$ cat src/rtl/ysyx_22050550_if_id_skid_pkg.sv
// Shared constants for the IF->ID skid boundary: widths, reset/bubble values, occupancy codes.
package ysyx_22050550_if_id_skid_pkg;

  localparam int unsigned IF_ID_PC_W     = 64;
  localparam int unsigned IF_ID_INST_W   = 32;
  localparam logic [63:0] IF_ID_RESET_PC = 64'h0000_0000_8000_0000;
  localparam logic [31:0] IF_ID_NOP_INST = 32'h0000_0013;

  localparam logic [1:0] OCC_EMPTY = 2'd0;
  localparam logic [1:0] OCC_ONE   = 2'd1;
  localparam logic [1:0] OCC_TWO   = 2'd2;

  // A skid entry without a main entry cannot arise; it is folded into TWO.
  function automatic logic [1:0] occ_of(input logic main_v, input logic skid_v);
    if (skid_v) return OCC_TWO;
    else if (main_v) return OCC_ONE;
    else return OCC_EMPTY;
  endfunction

endpackage

$ cat src/rtl/ysyx_22050550_skid_slot.sv
// One held entry of the IF->ID boundary: a valid bit plus {pc,inst}, with load and clear.
module ysyx_22050550_skid_slot #(
  parameter int unsigned         PC_W     = 64,
  parameter int unsigned         INST_W   = 32,
  parameter logic [PC_W-1:0]     RST_PC   = '0,
  parameter logic [INST_W-1:0]   RST_INST = '0
) (
  input  logic              clk,
  input  logic              rst,
  input  logic              load,
  input  logic              clear,
  input  logic [PC_W-1:0]   d_pc,
  input  logic [INST_W-1:0] d_inst,
  output logic              valid,
  output logic [PC_W-1:0]   pc,
  output logic [INST_W-1:0] inst
);

  logic              valid_q, valid_d;
  logic [PC_W-1:0]   pc_q, pc_d;
  logic [INST_W-1:0] inst_q, inst_d;

  // Clearing drops only the valid bit; the payload is kept so out_pc holds its last value.
  always_comb begin
    valid_d = valid_q;
    pc_d    = pc_q;
    inst_d  = inst_q;
    if (load) begin
      valid_d = 1'b1;
      pc_d    = d_pc;
      inst_d  = d_inst;
    end else if (clear) begin
      valid_d = 1'b0;
    end
  end

  always_ff @(posedge clk or posedge rst) begin
    if (rst) begin
      valid_q <= 1'b0;
      pc_q    <= RST_PC;
      inst_q  <= RST_INST;
    end else begin
      valid_q <= valid_d;
      pc_q    <= pc_d;
      inst_q  <= inst_d;
    end
  end

  assign valid = valid_q;
  assign pc    = pc_q;
  assign inst  = inst_q;

endmodule

$ cat src/rtl/ysyx_22050550_if_id_skid.sv
// IF->ID pipeline boundary with a two-entry (main + skid) buffer so in_ready is registered.
// Optional counters enabled by macro YSYX_22050550_IF_ID_PERF_EN.
module ysyx_22050550_if_id_skid
  import ysyx_22050550_if_id_skid_pkg::*;
#(
  parameter int unsigned       PC_W     = IF_ID_PC_W,
  parameter int unsigned       INST_W   = IF_ID_INST_W,
  parameter logic [PC_W-1:0]   RESET_PC = IF_ID_RESET_PC[PC_W-1:0],
  parameter logic [INST_W-1:0] NOP_INST = IF_ID_NOP_INST[INST_W-1:0]
) (
  input  logic              clk,
  input  logic              rst,
  input  logic              in_valid,
  output logic              in_ready,
  input  logic [PC_W-1:0]   in_pc,
  input  logic [INST_W-1:0] in_inst,
  input  logic              flush,
  output logic              out_valid,
  input  logic              out_ready,
  output logic [PC_W-1:0]   out_pc,
  output logic [INST_W-1:0] out_inst
`ifdef YSYX_22050550_IF_ID_PERF_EN
  ,
  output logic [31:0]       stall_cnt,
  output logic [31:0]       flush_cnt
`endif
);

  logic              main_v, skid_v;
  logic [PC_W-1:0]   main_pc, skid_pc;
  logic [INST_W-1:0] main_inst, skid_inst;

  logic              main_load, main_clear, skid_load, skid_clear;
  logic [PC_W-1:0]   main_d_pc;
  logic [INST_W-1:0] main_d_inst;
  logic              acc, drn;
  logic [1:0]        occ;

  assign in_ready = ~skid_v;
  assign acc      = in_valid & in_ready;
  assign drn      = main_v & out_ready;
  assign occ      = occ_of(main_v, skid_v);

  always_comb begin
    main_load   = 1'b0;
    main_clear  = 1'b0;
    skid_load   = 1'b0;
    skid_clear  = 1'b0;
    main_d_pc   = in_pc;
    main_d_inst = in_inst;
    if (flush) begin
      main_clear = 1'b1;
      skid_clear = 1'b1;
    end else begin
      case (occ)
        OCC_EMPTY: main_load = acc;
        OCC_ONE: begin
          if (acc && drn)  main_load  = 1'b1;
          else if (acc)    skid_load  = 1'b1;
          else if (drn)    main_clear = 1'b1;
        end
        OCC_TWO: begin
          // in_ready is low here, so the only event is a drain that promotes skid to main.
          if (drn) begin
            main_load   = 1'b1;
            main_d_pc   = skid_pc;
            main_d_inst = skid_inst;
            skid_clear  = 1'b1;
          end
        end
        default: ;
      endcase
    end
  end

  ysyx_22050550_skid_slot #(
    .PC_W(PC_W), .INST_W(INST_W), .RST_PC(RESET_PC), .RST_INST(NOP_INST)
  ) u_main (
    .clk(clk), .rst(rst), .load(main_load), .clear(main_clear),
    .d_pc(main_d_pc), .d_inst(main_d_inst),
    .valid(main_v), .pc(main_pc), .inst(main_inst)
  );

  ysyx_22050550_skid_slot #(
    .PC_W(PC_W), .INST_W(INST_W), .RST_PC(RESET_PC), .RST_INST(NOP_INST)
  ) u_skid (
    .clk(clk), .rst(rst), .load(skid_load), .clear(skid_clear),
    .d_pc(in_pc), .d_inst(in_inst),
    .valid(skid_v), .pc(skid_pc), .inst(skid_inst)
  );

  assign out_valid = main_v;
  assign out_pc    = main_pc;
  assign out_inst  = main_v ? main_inst : NOP_INST;

`ifdef YSYX_22050550_IF_ID_PERF_EN
  logic [31:0] stall_cnt_q, stall_cnt_d;
  logic [31:0] flush_cnt_q, flush_cnt_d;

  // A main entry drained in the flush cycle is delivered, so it is not counted as discarded.
  always_comb begin
    stall_cnt_d = stall_cnt_q;
    flush_cnt_d = flush_cnt_q;
    if (main_v && !out_ready)
      stall_cnt_d = stall_cnt_q + 32'd1;
    if (flush)
      flush_cnt_d = flush_cnt_q + {31'd0, main_v & ~drn} + {31'd0, skid_v};
  end

  always_ff @(posedge clk or posedge rst) begin
    if (rst) begin
      stall_cnt_q <= '0;
      flush_cnt_q <= '0;
    end else begin
      stall_cnt_q <= stall_cnt_d;
      flush_cnt_q <= flush_cnt_d;
    end
  end

  assign stall_cnt = stall_cnt_q;
  assign flush_cnt = flush_cnt_q;
`endif

endmodule
$ cat config.mk
export PLATFORM = sky130hd
export DESIGN_NAME = ysyx_22050550_if_id_skid
export DESIGN_NICKNAME = d
export VERILOG_FILES = /design/src/rtl/ysyx_22050550_if_id_skid_pkg.sv /design/src/rtl/ysyx_22050550_skid_slot.sv /design/src/rtl/ysyx_22050550_if_id_skid.sv
export SDC_FILE = /design/constraint.sdc
export NUM_CORES = 1
export LEC_CHECK = 0
export ABC_AREA = 1
export BUFFER_PORTS_ARGS = -buffer_cell sky130_fd_sc_hd__buf_2
export CORE_MARGIN = 2
export CORE_UTILIZATION = 40
export CTS_CLUSTER_DIAMETER = 80
export DETAILED_ROUTE_END_ITERATION = 7
export GPL_ROUTABILITY_DRIVEN = 0
export SYNTH_ARGS = -nofsm -noshare
export SYNTH_HDL_FRONTEND = slang
export SYNTH_SLANG_ARGS = --single-unit
$ cat constraint.sdc
create_clock -name clk -period 11.45 [get_ports clk]
set_input_delay 0.5725 -clock clk [delete_from_list [all_inputs] [get_ports clk]]
set_output_delay 0.5725 -clock clk [all_outputs]
set_load 0.01 [all_outputs]
==> metrics.md, run 1 <==
| Metric | Value |
|---|---|
| Worst-path clk slew | 70 ps |
| Worst Skew | 9.52 ps |
| WL final | 22.8 mm |
| DP Cell Count | 1,623 |
| Reg-to-reg endpoint | u_main.inst[4] |
| Tcrit/Tclk final | 0.318 |
| Mapped Nets | 1,314 |
| Yosys cell types | 19 |
| Critical Path End Type | flip-flop |
| Power Dens Cells | 179 nW/µm² |
| Clk root buf | clkbuf_16 |
| Setup TNS | 0 ps |
| Crit path top cell by count | nand2_1 |
| Vias in the first global route | 7,111 |
| Max IR drop VDD | 0.0986 mV |
| Worst setup endpoint | u_main.inst[4] |
| Cts repair resizes | 0 |
| Die width | 154 µm |
| Area grow syn2layout | 18.5% |
| Critical path class | reg2reg |
| Gate Count Post-Synth | 1,213 |
| Post-CTS Setup Bufs | 0 |
| Leak | 0.00644 µW |
| Worst Tran Pin Value | 1170 ps |
| Slew HR | 0.219 |
| First-pass GRT wire length | 37.7 mm |
| Startpoint Class | flip-flop |
| YS warnings | 0 |
| WP data arrival | 4000 ps |
| FF-to-FF setup slack | 7810 ps |
| Crit-path max FO | 97 |
| Sequential area share after synthesis | 0.540 |
| Drt wl/cell | 13.7 µm |
| Final ANT Viol Nets | 0 |
| Shortest period the worst path allows | 3640 ps |
| DR pass1 iterations | 5 |
| Cts hold-fix bufs | 0 |
| Starting DRT DRC Count | 501 |
| Post-route insts no fill | 1,657 |
| Crit path launch | u_main.valid |
| Largest net degree at the start of global routing | 116 |
| CTS Buf Count | 17 |
| Slowest cell on the critical path | nand2_4 |
| Clock latency on the worst-skew pair | 430 ps |
| Tot Pwr | 1910 µW |
| Residual DRC | 0 |
| Crit-path cells | nand2_1 > clkinv_2 > nand2_4 > buf_4 > nand2_1 > nand2_4 > nand2_1 > nand2_1 |
| Placed inst area | 10,100 µm² |
| Fill cells | 2,215 |
| Row cnt | 54 |
| CTS HTree Levels | 4 |
| Fmax achieved | 0.275 GHz |
| Worst R2R Start | u_main.valid |
| Synthesis-stage register bit count | 194 |
| Ranking of synthesized cells by area | dfrtp_1 52%, nand2_1 25%, nand3_1 5.4%, inv_1 5.3%, o21ai_0 4.4% |
| Die area | 23,700 µm² |
| Worst EP required | 11,810 ps |
| Final Hold Viols | 0 |
| Gr ovfl total | 0 |
| Initial antenna violation count | 4 |
| CTS tree | yes |
| Register area | 4860 µm² |
| Syn Area/Cell | 7.43 µm² |
| Aggregate global-route resource usage | 0.196 |
| RSZ-0062 raised after global routing | no |
| Area of the multi-input gates | 3360 µm² |
| I/O pin cnt | 199 |
| Die Ht | 154 µm |
| Vias/cell | 4.62 |
| Total core area | 22,000 µm² |
| Reg2Reg Depth | 8 |
| Pins Over Slew Limit | 0 |
| Number of port buffers | 198 |
| Final nets | 1,463 |
| Biggest cell delay along the critical path | 890 ps |
| Initial core utilization | 0.410 |
| Routed via count | 7,659 |
| Layout cells sized above 1 | 0.185 |
| TritonCTS Sinks | 194 |
| Clk buf depth | 2 |
| Hold crit path type | in2async |
| Setup violations, final | 0 |
| Design area | 10,700 µm² |
| HPWL Detailed | 12.9 mm |
| Synthesized area | 9010 µm² |
| Area leader, netlist | dfrtp_1 |
| Status | finished clean |
| Max cap viols | 0 |
| Yosys top cell area share | 0.517 |
-- how the worst min path moves through the flow --
stage / start / endpoint / cells after the start
6_report: rst / u_main.pc[13] / 2
5_1_grt: in_inst[0] / u_skid.inst[0] / 3
4_1_cts: rst / u_main.pc[19] / 2
3_5_place_dp: u_main.pc[33] / u_main.pc[33] / 2
3_3_place_gp: u_main.pc[59] / u_main.pc[59] / 2
2_1_floorplan: u_main.inst[0] / u_main.inst[0] / 2
-- metrics by stage --
step           worst slack [ps]  utilization  hold slack, ps
2_1_floorplan              5610            -             445
3_3_place_gp               7620        0.460             460
3_5_place_dp               7580        0.460             460
4_1_cts                    7680        0.486             343
5_1_grt                    7380        0.486             375
6_report                   7810        0.486             310
-- state kept, by name, summed over array words and instances (netlist names) --
signal        cells
u_main.inst      32
u_main.pc        64
u_main.valid      1
u_skid.inst      32
u_skid.pc        64
u_skid.valid      1
-- kinds of logic after synthesis --
| group | Yosys count | synth area share |
|---|---|---|
| AO/OA/AOI/OAI | 98 | 0.0551 |
| flip-flops | 194 | 0.540 |
| buffers and inverters | 204 | 0.0907 |
| AND/OR/NAND/NOR | 717 | 0.314 |
-- cell type report --
| cell class | count | area share |
|---|---|---|
| Clock inverter | 13 | 0.0117 |
| Sequential cell | 194 | 0.455 |
| Timing Repair Buffer | 204 | 0.0970 |
| Antenna cell | 2 | 0.000468 |
| Clock buffer | 19 | 0.0415 |
| Inverter | 130 | 0.0465 |
| Multi-Input combinational cell | 815 | 0.315 |
| Tap cell | 280 | 0.0328 |
-- layer usage --
layer,vias up,global-route usage,share of wire
met2,205,0.297,0.43
met1,3466,0.287,0.50
li1,3961,-,-
met5,-,0,0.00084
met4,4,0.0547,0.013
met3,23,0.0403,0.058
-- cell usage in the layout, fill, tap and decap left out, types with 2 or more instances in the layout --
cell        count
inv_1         127
buf_4           6
diode_2         2
dfrtp_1       186
or2_2           3
o21ai_0        80
nor2_1          2
inv_8           2
clkinvlp_4      4
buf_2         198
nand2_1       611
o21ai_1        16
nand2_4         2
clkinv_2        3
inv_6           4
nand3_1        96
dfstp_2         8
clkbuf_16      17
-- Yosys cell counts, drive strengths merged --
library cell  instances
a21oi                 1
buf                  36
clkbuf               38
dfrtp               186
dfstp                 8
inv                 130
nand2               613
nand3                97
nor2                  4
o21ai                96
o31ai                 1
or2                   3
-- power by group --
part           leakage (µW)  switching [µW]  internal (µW)
Combinational       0.00376             216            145
Clock              0.000269             275            310
Sequential          0.00242            99.1            867
-- worst max-delay path: cells and delay by family, from the launching register on --
family                 cells  cell delay [ps]
AND/OR/NAND/NOR            6             1790
buffers and inverters      2              990
flip-flops                 1              760
Note: power is estimated with default switching activity, not from simulation.
==> run 2, diff against run 1 <==
Clock period 11.45 ns to 3.7 ns, I/O delays scaled along.
==> run 2 against run 1 <==
Net effect:
- combinational power grew to 3.2 times the previous value
- clock skew is 2.2 ps higher
- largest power group unchanged
- maximum frequency is 54% higher
- sequential share of layout area is 1.2 points lower
- critical endpoint is now u_main.pc[49]
==> metrics.md, run 2 (synthesis results as in run 1) <==
| Metric | Value |
|---|---|
| Setup TNS | 0 ps (unchanged) |
| Drt wl/cell | 13.8 µm (+0.29%) |
| Die width | 154 µm (unchanged) |
| Final nets | 1,487 (+1.6%) |
| Initial core utilization | 0.410 (unchanged) |
| Number of port buffers | 198 (unchanged) |
| Hold Startpoint | in_pc[39] |
| Aggregate global-route resource usage | 0.201 (+0.00503) |
| Startpoint Class | flip-flop |
| Row cnt | 54 (unchanged) |
| Residual DRC | 0 (unchanged) |
| PnR worst setup slack | 1330 ps (-6480 ps) |
| Area grow syn2layout | 21.8% |
| Status | finished clean |
| First-pass GRT wire length | 38.6 mm (+2.6%) |
| CTS tree | yes |
| Final ANT Viol Nets | 0 (unchanged) |
| Die area | 23,700 µm² (unchanged) |
| DR pass1 iterations | 5 (unchanged) |
| Crit path launch | u_main.valid |
| Leak | 0.00658 µW (+2.1%) |
| Vias/cell | 4.65 (+0.56%) |
| CTS HTree Levels | 4 (unchanged) |
| Worst EP required | 4070 ps (-7740 ps) |
| Fmax achieved | 0.423 GHz (+54%) |
| Pins Over Slew Limit | 0 (unchanged) |
| Shortest period the worst path allows | 2370 ps (-1270 ps) |
| Hold crit path type | in2reg |
| I/O pin cnt | 199 (unchanged) |
| Most frequent cells in the layout | 611 x nand2_1, 198 x buf_2, 186 x dfrtp_1, 127 x inv_1, 96 x nand3_1 |
| Critical Path End Type | flip-flop |
| Initial antenna violation count | 2 (-2) |
| Clk buf depth | 2 (unchanged) |
| Fill cells | 2,159 (-2.5%) |
| Max IR drop VDD | 0.309 mV (+210%) |
| Clk root buf | clkbuf_16 |
| Total core area | 22,000 µm² (unchanged) |
| Max cap viols | 0 (unchanged) |
| WL final | 23.1 mm (+1.7%) |
| Critical path class | reg2reg |
| Tot Pwr | 5990 µW (+210%) |
| Clock latency on the worst-skew pair | 430 ps (about the same) |
| Power Dens Cells | 546 nW/µm² (+200%) |
| Setup violations, final | 0 (unchanged) |
| RSZ-0062 raised after global routing | no |
| CTS Buf Count | 17 (unchanged) |
| WP data arrival | 2730 ps (-1270 ps) |
| Cts repair resizes | 0 (unchanged) |
| HPWL Detailed | 13.7 mm (+6.2%) |
| Die Ht | 154 µm (unchanged) |
| Worst Tran Pin Value | 1170 ps (-2.31 ps) |
| Most common cell after layout, fill and taps aside | nand2_1 |
| Routed via count | 7,809 (+2.0%) |
| Starting DRT DRC Count | 510 (+1.8%) |
| Gr ovfl total | 0 (unchanged) |
| Worst R2R Start | u_main.valid |
| Post-CTS Setup Bufs | 0 (unchanged) |
| Worst Skew | 11.7 ps (+2.18 ps) |
| Vias in the first global route | 7,399 (+4.1%) |
| Largest net degree at the start of global routing | 98 (-16%) |
| Cts hold-fix bufs | 18 (+18) |
| Final Hold Viols | 0 (unchanged) |
| Crit-path max FO | 96 (-1.0%) |
| Post-Place Setup Slack | 1390 ps (-6180 ps) |
| Worst-path clk slew | 70 ps (about the same) |
| TritonCTS Sinks | 194 (unchanged) |
| Tcrit/Tclk final | 0.639 (+0.322) |
| Layout cells sized above 1 | 0.185 (-0.000190) |
| Slew HR | 0.222 (+0.00328) |
-- run 2: cell types whose count changed in the layout (fill, tap and decap cells not counted), sizes merged --
cell / previous run / this run
clkbuf: 19 / 25
clkinv: 4 / 5
buf: 204 / 210
inv: 134 / 129
dlygate4sd3: 0 / 18
clkinvlp: 4 / 1
-- run 2: path summary, 6_finish.rpt --
check | to | slack, ps | cells after the start
max | u_main.pc[49] | 1330 | 8
min | u_skid.pc[39] | 20 | 3
max reg2reg | u_main.pc[49] | 1330 | 8
min reg2reg | u_main.inst[4] | 470 | 2
max in group asynchronous | u_skid.pc[31] | 2250 | 4
min in group asynchronous | u_main.pc[46] | 500 | 3
-- run 2: cell type report --
cell class / instances / area [µm²] / share of cell area
sequential: 194 / 4860 / 0.443
clock inverter: 6 / 70.1 / 0.00639
tap: 280 / 350 / 0.0319
clock buffer: 25 / 515 / 0.0470
timing repair buffer: 228 / 1310 / 0.120
antenna: 2 / 5.00 / 0.000456
inverter: 130 / 493 / 0.0449
multi-input combinational: 815 / 3360 / 0.306
-- run 2: per-layer routing --
metal | GRT usage | share of wire | vias up
met3 | 0.0341 | 0.051 | 14
met4 | 0.0494 | 0.0082 | 0
met2 | 0.315 | 0.45 | 200
met1 | 0.293 | 0.49 | 3577
li1 | - | - | 4018
met5 | 0 | 0 | -
-- run 2: worst max-delay path: stages (launching register included) --
cell      delay, ps
dfrtp_1         340
buf_4           310
nand2_1         160
clkinv_2        100
buf_4           810
nand3_1         210
nand2_1         130
nand2_1          60
nand2_1          60
-- run 2: report_power, final --
group | switching, µW | leakage, µW | internal (µW)
clock network | 799 | 0.000290 | 1040
logic | 688 | 0.00387 | 471
registers | 301 | 0.00242 | 2690
total | 1790 | 0.00658 | 4200
-- run 2: through the flow --
stage / std cells / cell area (µm²) / utilization / hold WS, ps
finish: 1680 / 11000 / 0.500 / 17.1
detailed placement: 1629 / 10200 / 0.465 / 419
global route: 1678 / 11000 / 0.499 / 7.75
CTS: 1678 / 11000 / 0.499 / 0.194
floorplan: 1213 / 9010 / - / 296
global placement: 1629 / 10200 / 0.465 / 416
